==> config.mk <==
export PLATFORM = sky130hd
export DESIGN_NAME = fetch_unit
export DESIGN_NICKNAME = d
export VERILOG_FILES = /design/src/rtl/fetch_unit_pkg.sv /design/src/rtl/fetch_unit_timeout_counter.sv /design/src/rtl/fetch_unit.sv
export SDC_FILE = /design/constraint.sdc
export NUM_CORES = 1
export LEC_CHECK = 0
export ABC_AREA = 1
export ABC_CLOCK_PERIOD_IN_PS = 3000
export BUFFER_PORTS_ARGS = -buffer_cell sky130_fd_sc_hd__buf_2
export CAP_MARGIN = 5
export CORE_MARGIN = 1
export CORE_UTILIZATION = 55
export DETAILED_ROUTE_END_ITERATION = 6
export PLACE_DENSITY = 0.87
export REMOVE_ABC_BUFFERS = 1
export SETUP_SLACK_MARGIN = 0.05
export SYNTH_ARGS = -nofsm -noshare
export SYNTH_HDL_FRONTEND = slang
export SYNTH_HIERARCHICAL = 1
export SYNTH_SLANG_ARGS = --single-unit
==> constraint.sdc <==
create_clock -name clk -period 3 [get_ports clk]
set_input_delay 0.9 -clock clk [delete_from_list [all_inputs] [get_ports clk]]
set_output_delay 0.9 -clock clk [all_outputs]
set_load 0.03 [all_outputs]
==> src/rtl/fetch_unit_pkg.sv <==
// Shared fetch-stage definitions: NOOP encoding, fetch FSM states and word-step PC helper.
package fetch_unit_pkg;

  localparam logic [31:0] NOOP_INSTR = 32'h2000_0000;
  localparam int unsigned WORD_BYTES = 4;

  typedef enum logic [1:0] {
    S_REQ  = 2'd0,
    S_WAIT = 2'd1,
    S_HOLD = 2'd2
  } fetch_state_e;

  function automatic logic [31:0] next_word(input logic [31:0] addr);
    return addr + 32'(WORD_BYTES);
  endfunction

endpackage

==> src/rtl/fetch_unit_timeout_counter.sv <==
// fetch_timeout_counter: saturating count of WAIT cycles with a sticky timeout flag.
// Latency: flag rises on the edge ending the TIMEOUT_CYCLES-th WAIT cycle; no backpressure.
module fetch_timeout_counter #(
  parameter int unsigned TIMEOUT_CYCLES = 64
) (
  input  logic clk_i,
  input  logic rst_ni,
  input  logic in_wait_i,
  input  logic leave_i,
  output logic timeout_o
);

  localparam int unsigned    CW   = $clog2(TIMEOUT_CYCLES + 1);
  localparam logic [CW-1:0]  CMAX = CW'(TIMEOUT_CYCLES);

  logic [CW-1:0] cnt_q, cnt_d, cnt_inc;
  logic          flag_q, flag_d;

  always_comb begin
    cnt_inc = (cnt_q == CMAX) ? cnt_q : cnt_q + CW'(1);
    cnt_d   = '0;
    flag_d  = flag_q;
    if (in_wait_i) begin
      flag_d = flag_q | (cnt_inc == CMAX);
      cnt_d  = leave_i ? '0 : cnt_inc;
    end
  end

  always_ff @(posedge clk_i or negedge rst_ni) begin
    if (!rst_ni) begin
      cnt_q  <= '0;
      flag_q <= 1'b0;
    end else begin
      cnt_q  <= cnt_d;
      flag_q <= flag_d;
    end
  end

  assign timeout_o = flag_q;

endmodule

==> src/rtl/fetch_unit.sv <==
// fetch_unit: single-outstanding instruction fetch feeding the FD register; optional FETCH_MISALIGN_TRAP_EN.
// Latency: REQ->WAIT->HOLD, best 1 instr / 3 cycles; backpressure: stall parks HOLD, no new request issues.
module fetch_unit
  import fetch_unit_pkg::*;
#(
  parameter logic [31:0] RESET_PC       = 32'h0000_0000,
  parameter int unsigned TIMEOUT_CYCLES = 64,
  parameter logic [31:0] TRAP_VECTOR    = 32'h0000_0080
) (
  input  logic        clk,
  input  logic        rst,
  input  logic        stall,
  input  logic        redirect,
  input  logic [31:0] redirect_pc,
  output logic        imem_req,
  output logic [31:0] imem_addr,
  input  logic        imem_gnt,
  input  logic        imem_rvalid,
  input  logic [31:0] imem_rdata,
  output logic [31:0] pc_value_next,
  output logic [31:0] next_instruction,
  output logic        fd_load_enable,
  output logic        fd_flush,
  output logic        fetch_timeout
`ifdef FETCH_MISALIGN_TRAP_EN
  ,
  output logic        misalign_fault
`endif
);

  fetch_state_e state_q, state_d;
  logic [31:0]  pc_q, pc_d;
  logic [31:0]  req_pc_q, req_pc_d;
  logic [31:0]  instr_q, instr_d;
  logic [31:0]  pcn_q, pcn_d;
  logic         kill_q, kill_d;
  logic         valid_q, valid_d;
  logic [31:0]  redir_tgt;

`ifdef FETCH_MISALIGN_TRAP_EN
  logic misal_q, misal_d;
  logic redir_misaligned;
  assign redir_misaligned = (redirect_pc[1:0] != 2'b00);
  assign redir_tgt        = redir_misaligned ? TRAP_VECTOR : redirect_pc;
  assign misalign_fault   = misal_q;
`else
  logic unused_redirect_lsbs;
  assign unused_redirect_lsbs = ^redirect_pc[1:0];
  assign redir_tgt            = {redirect_pc[31:2], 2'b00};
`endif

  assign imem_req         = (state_q == S_REQ);
  assign imem_addr        = pc_q;
  assign next_instruction = instr_q;
  assign pc_value_next    = pcn_q;
  assign fd_load_enable   = valid_q & ~stall & ~redirect;
  assign fd_flush         = redirect;

  always_comb begin
    state_d  = state_q;
    pc_d     = pc_q;
    req_pc_d = req_pc_q;
    instr_d  = instr_q;
    pcn_d    = pcn_q;
    kill_d   = kill_q;
    valid_d  = valid_q;
`ifdef FETCH_MISALIGN_TRAP_EN
    misal_d  = misal_q | (redirect & redir_misaligned);
`endif
    // Redirect outranks stall, gnt and rvalid in every state.
    if (redirect) begin
      pc_d    = redir_tgt;
      valid_d = 1'b0;
    end
    unique case (state_q)
      S_REQ: begin
        if (imem_gnt) begin
          state_d = S_WAIT;
          if (redirect) begin
            kill_d = 1'b1;
          end else begin
            req_pc_d = pc_q;
            pc_d     = next_word(pc_q);
          end
        end
      end
      S_WAIT: begin
        if (imem_rvalid) begin
          if (redirect || kill_q) begin
            kill_d  = 1'b0;
            state_d = S_REQ;
          end else begin
            instr_d = imem_rdata;
            pcn_d   = next_word(req_pc_q);
            valid_d = 1'b1;
            state_d = S_HOLD;
          end
        end else if (redirect) begin
          kill_d = 1'b1;
        end
      end
      S_HOLD: begin
        if (redirect) begin
          state_d = S_REQ;
        end else if (fd_load_enable) begin
          valid_d = 1'b0;
          state_d = S_REQ;
        end
      end
      default: state_d = S_REQ;
    endcase
  end

  always_ff @(posedge clk or negedge rst) begin
    if (!rst) begin
      state_q  <= S_REQ;
      pc_q     <= RESET_PC;
      req_pc_q <= RESET_PC;
      instr_q  <= NOOP_INSTR;
      pcn_q    <= 32'h0;
      kill_q   <= 1'b0;
      valid_q  <= 1'b0;
`ifdef FETCH_MISALIGN_TRAP_EN
      misal_q  <= 1'b0;
`endif
    end else begin
      state_q  <= state_d;
      pc_q     <= pc_d;
      req_pc_q <= req_pc_d;
      instr_q  <= instr_d;
      pcn_q    <= pcn_d;
      kill_q   <= kill_d;
      valid_q  <= valid_d;
`ifdef FETCH_MISALIGN_TRAP_EN
      misal_q  <= misal_d;
`endif
    end
  end

  fetch_timeout_counter #(
    .TIMEOUT_CYCLES(TIMEOUT_CYCLES)
  ) u_timeout (
    .clk_i     (clk),
    .rst_ni    (rst),
    .in_wait_i (state_q == S_WAIT),
    .leave_i   (state_d != S_WAIT),
    .timeout_o (fetch_timeout)
  );

endmodule

# Word level (Yosys, flattened, before mapping)
# Cells that the tools add are included.
# word_totals
word_cells	55
ff_bits	140
out_inout_bits	100
# classes
n_reduce_logical	6
bitwise_logic	6
eq_ne	7
mux	24
add_sub_neg	3
# ops
op	count
32-bit two-way mux	4
32-bit by 3-bit adder with 32-bit output (second input constant)	2
7-bit two-way mux	3
7-bit == test (second input constant)	2
2-bit two-way mux	5
1-bit two-way mux	9
3-bit AND reduction	3
7-bit by 1-bit adder with 7-bit output (second input constant)	1
2-bit one-hot mux with 3 select lines	1
2-bit by 1-bit inequality test with 1-bit output (second input constant)	2
1-bit one-hot mux with 2 select lines	2
3-bit inequality test (second input constant)	1
1-bit inverter	3
1-bit AND	2
2-bit by 1-bit == test with 1-bit output (second input constant)	1
2-bit == test (second input constant)	1
2-bit zero test	1
2-bit nonzero test	1
1-bit logical OR	1
1-bit bitwise OR	1

# Logic depth before layout (Yosys ltp)
# logic_depth
word_depth	9
ltp_mapped	11
mapped_depth_nobuf	11

# Modules after synthesis
# The synthesis kept the hierarchy.
# by_module_without_submodules
mod	cells_per_inst	instances	seq_area_each_um2	area_each_um2
fetch_unit	892	1	3304.4	6718.9
fetch_timeout_counter	64	1	200.2	475.5

# Least setup slack after synthesis
# OpenSTA, ideal clock, no wires.
# synth_path
kind	input port to output port
from	input redirect
to	output fd_load_enable
required_time_ps	2100
cell_stages	4
slack_ps	686
t_arrival_ps	1414
path_buffers	1
path_cell_list	buf_6 > nor2_1 > nand2_1 > inv_1
# synth_via
elab_chain_cells	2
# synth_rtl
element	line	rtl
start: declaration	fetch_unit.sv:13	input logic redirect,
1-bit inverter (no line)	n/a	
1-bit AND	fetch_unit.sv:56	assign fd_load_enable = valid_q & ~stall & ~redirect;
end: declaration	fetch_unit.sv:22	output logic fd_load_enable,
# No other way between the ends.

# Worst setup path in the final report
# layout_path
from	register state_q[0]
to	output imem_req
# layout_via
elab_chain_cells	1
# layout_rtl
element	line	rtl
start: declaration	fetch_unit.sv:31	fetch_state_e state_q, state_d;
start signal: assignment	fetch_unit.sv:127	state_q <= state_d;
2-bit zero test	fetch_unit.sv:52	assign imem_req = (state_q == S_REQ);
end: declaration	fetch_unit.sv:15	output logic imem_req,
# No other way between the ends.

==> results.md <==
- Final Max Tran Viols: 0
- Die ar.: 13,500 µm²
- Reg-to-reg slack, setup: roughly 0.62 ns
- Crit path time final: 2.56 ns
- Hold_ws: 0.401 ns
- CTS root buffer: clkbuf_16
- PnR Total Power: 8.06 mW
- CP max stage delay: 0.43 ns
- Final setup viols: 0
- Syn Std Cell Area: 7190 µm²
- Commonest non-fill, non-tap cell in the layout: nand2_1
- Die Y: ~120 µm
- Max-slew headroom: 0.683
- YS warnings: 6
- Syn avg cell area: 7.53 µm²
- Io pins: 170
- Fin cells: 1,306
- Worst reg2reg path startpoint: state_q[0]
- Row Count: 41
- Max Cap Viol: 0
- CP Cell Sequence: inv_1 > ha_1 > buf_2
- Status: finished clean
- Global route overflow: 0
- Drt drc: 0
- Critical Path Fanout Max: 7
- GPL Wtd Cong: 0.918
- Largest net degree at the start of global routing: 70
- 1st-pass router iterations: 5
- Clock sinks: 140
- Vias: 6,826
- Initial antenna violation count: 0
- Leakage: 4.67 nW
- Arr. time, crit path: between 1.5 and 2 ns
- Vias in the first global route: 6,111
- Cells after DPL: between 1,000 and 1,500
- Placeable Area: around 13,000 µm²
- Post-CTS Hold Buffers: 0
- Pre-CTS WS: between 0.5 and 0.6 ns
- CTS tree: done
- Final Instance Area: 8840 µm²
- Nets@finish: 1,199
- I/O Buffers: 167
- Drt wl/cell: roughly 14 µm
- Ys async rst share: 1.00
- Mapped Cells: 956
- Register area share after synthesis: 0.487
- Remaining antenna violation count after routing: 0
- CTS Buffer Depth: 2
- Cell family with most CP delay: adder cells
- Power per cell area: 912 nW/µm²
- Total GRT Usage: 0.282
- Unrepaired setup endpoints after global routing: false
- TNS Setup: 0 ns
- Vias per cell: 5.23
- Area growth syn-to-layout: 22.9%
- Setup Skew: 0.00584 ns
- Worst setup EP type: output pin
- Post-synth EDFFs: 0
- DP Area: 8200 µm²
- Yosys reg bits: 140
- First-pass GRT wire length: slightly below 30 mm
- H-tree lvl count: 4
- Post-CTS Setup Repair Bufs: 0
- Worst min path class: in -> async
- Total CTS buffers: 17
- CTS resizes: 0
- Yosys cell types: 40
- Critical path buffers and inverters: 2
- Commonest cells after routing, fill and taps aside: nand2_1 (380), buf_2 (166), dfrtp_1 (139), inv_1 (86), nor2_1 (86)
- WP data required: 2.10 ns
- Post-Route WL: approximately 18 mm
- Worst-margin pin slew: 0.475 ns
- Worst vdd ir: 378 µV
- Dpl hpwl: between 10 and 15 mm
- Register clock-pin slew on the reported worst setup and hold paths: 0.06 ns
- Initial DRC count: just under 500
- Slowest CP cell: ha_1
- Final hold vios: 0
- Kind of critical path: reg -> out
- Worst setup SP type: flop
- Layout cell share with drive strength beyond 1: 0.214
- Worst R2R Path Depth: 10
- Layout Utilization: 0.698
- Initial core utilization: 0.568
- Number of diodes: 0
- Synth Flop Type: dfrtp_1
- Final worst-path cycle share: 0.854
- Worst-skew pair later-pin latency: roughly 0.42 ns
- Fmax: about 390 MHz
- Post-route setup slack: about 0.44 ns
- Die X: 116 µm
- R2r endpoint: u_timeout/cnt_q[0]
==> registers in the layout, summed over array words and instances, names as in the netlist <==
| register | flops |
|---|---|
| state_q | 2 |
| pc_value_next | 32 |
| u_timeout/cnt_q | 7 |
| u_timeout/timeout_o | 1 |
| req_pc_q | 32 |
| imem_addr | 32 |
| valid_q | 1 |
| kill_q | 1 |
| next_instruction | 32 |
==> power by group <==
part | switching, mW | internal, mW | total (mW)
Clock | 0.772 | 1.45 | 2.22
Combinational | 2.00 | 0.814 | 2.81
Sequential | 0.498 | 2.53 | 3.03
Total | 3.27 | 4.79 | 8.06
==> cells in the mapped netlist, drive strengths merged, types with 9 or more instances <==
cell type    n  area share
a21oi       19       0.013
buf         16       0.013
clkbuf      13      0.0070
dfrtp      139        0.48
inv         93       0.049
nand2      385        0.20
nand3       44       0.033
nand4       17       0.016
nor2       100       0.062
nor3        14       0.013
o21ai       67       0.047
xor2         9       0.011
==> routing by layer <==
metal / vias up / global-route usage / share of wire
met5: - / 0 / 0
met4: 0 / 0.109 / 0.025
met3: 33 / 0.0633 / 0.071
met2: 290 / 0.458 / 0.47
met1: 3148 / 0.367 / 0.43
li1: 3355 / - / -
==> cell families (layout without fill, tap and decap cells) <==
kind of cell,after synthesis,in the layout,share of synthesized area
simple gates,570,570,0.337
mux,4,4,0.00557
fa+ha+maj,8,8,0.0139
compound gates,100,100,0.0729
flops,140,140,0.487
buf+inv,122,300,0.0689
xor+xnor,12,12,0.0146
==> area by class of cell <==
class	instances	area, µm²
clock buffer	21	470
clock inverter	11	165
fill	1052	3830
tap	172	215
multi-input combinational	694	3190
inverter	93	349
sequential	140	3500
timing repair buffer	175	940
==> how the worst max path moves through the flow <==
stage                from                 end  slack [ns]  cells past startpoint
6_report       state_q[0]            imem_req        0.44                      3
5_1_grt        state_q[0]            imem_req        0.43                      3
4_1_cts        state_q[0]            imem_req        0.46                      3
3_5_place_dp     redirect  u_timeout/cnt_q[0]        0.50                     10
3_3_place_gp     redirect            fd_flush        0.56                      3
2_1_floorplan    redirect  u_timeout/cnt_q[2]        0.47                      8
Power figures use the tool's default switching activity.
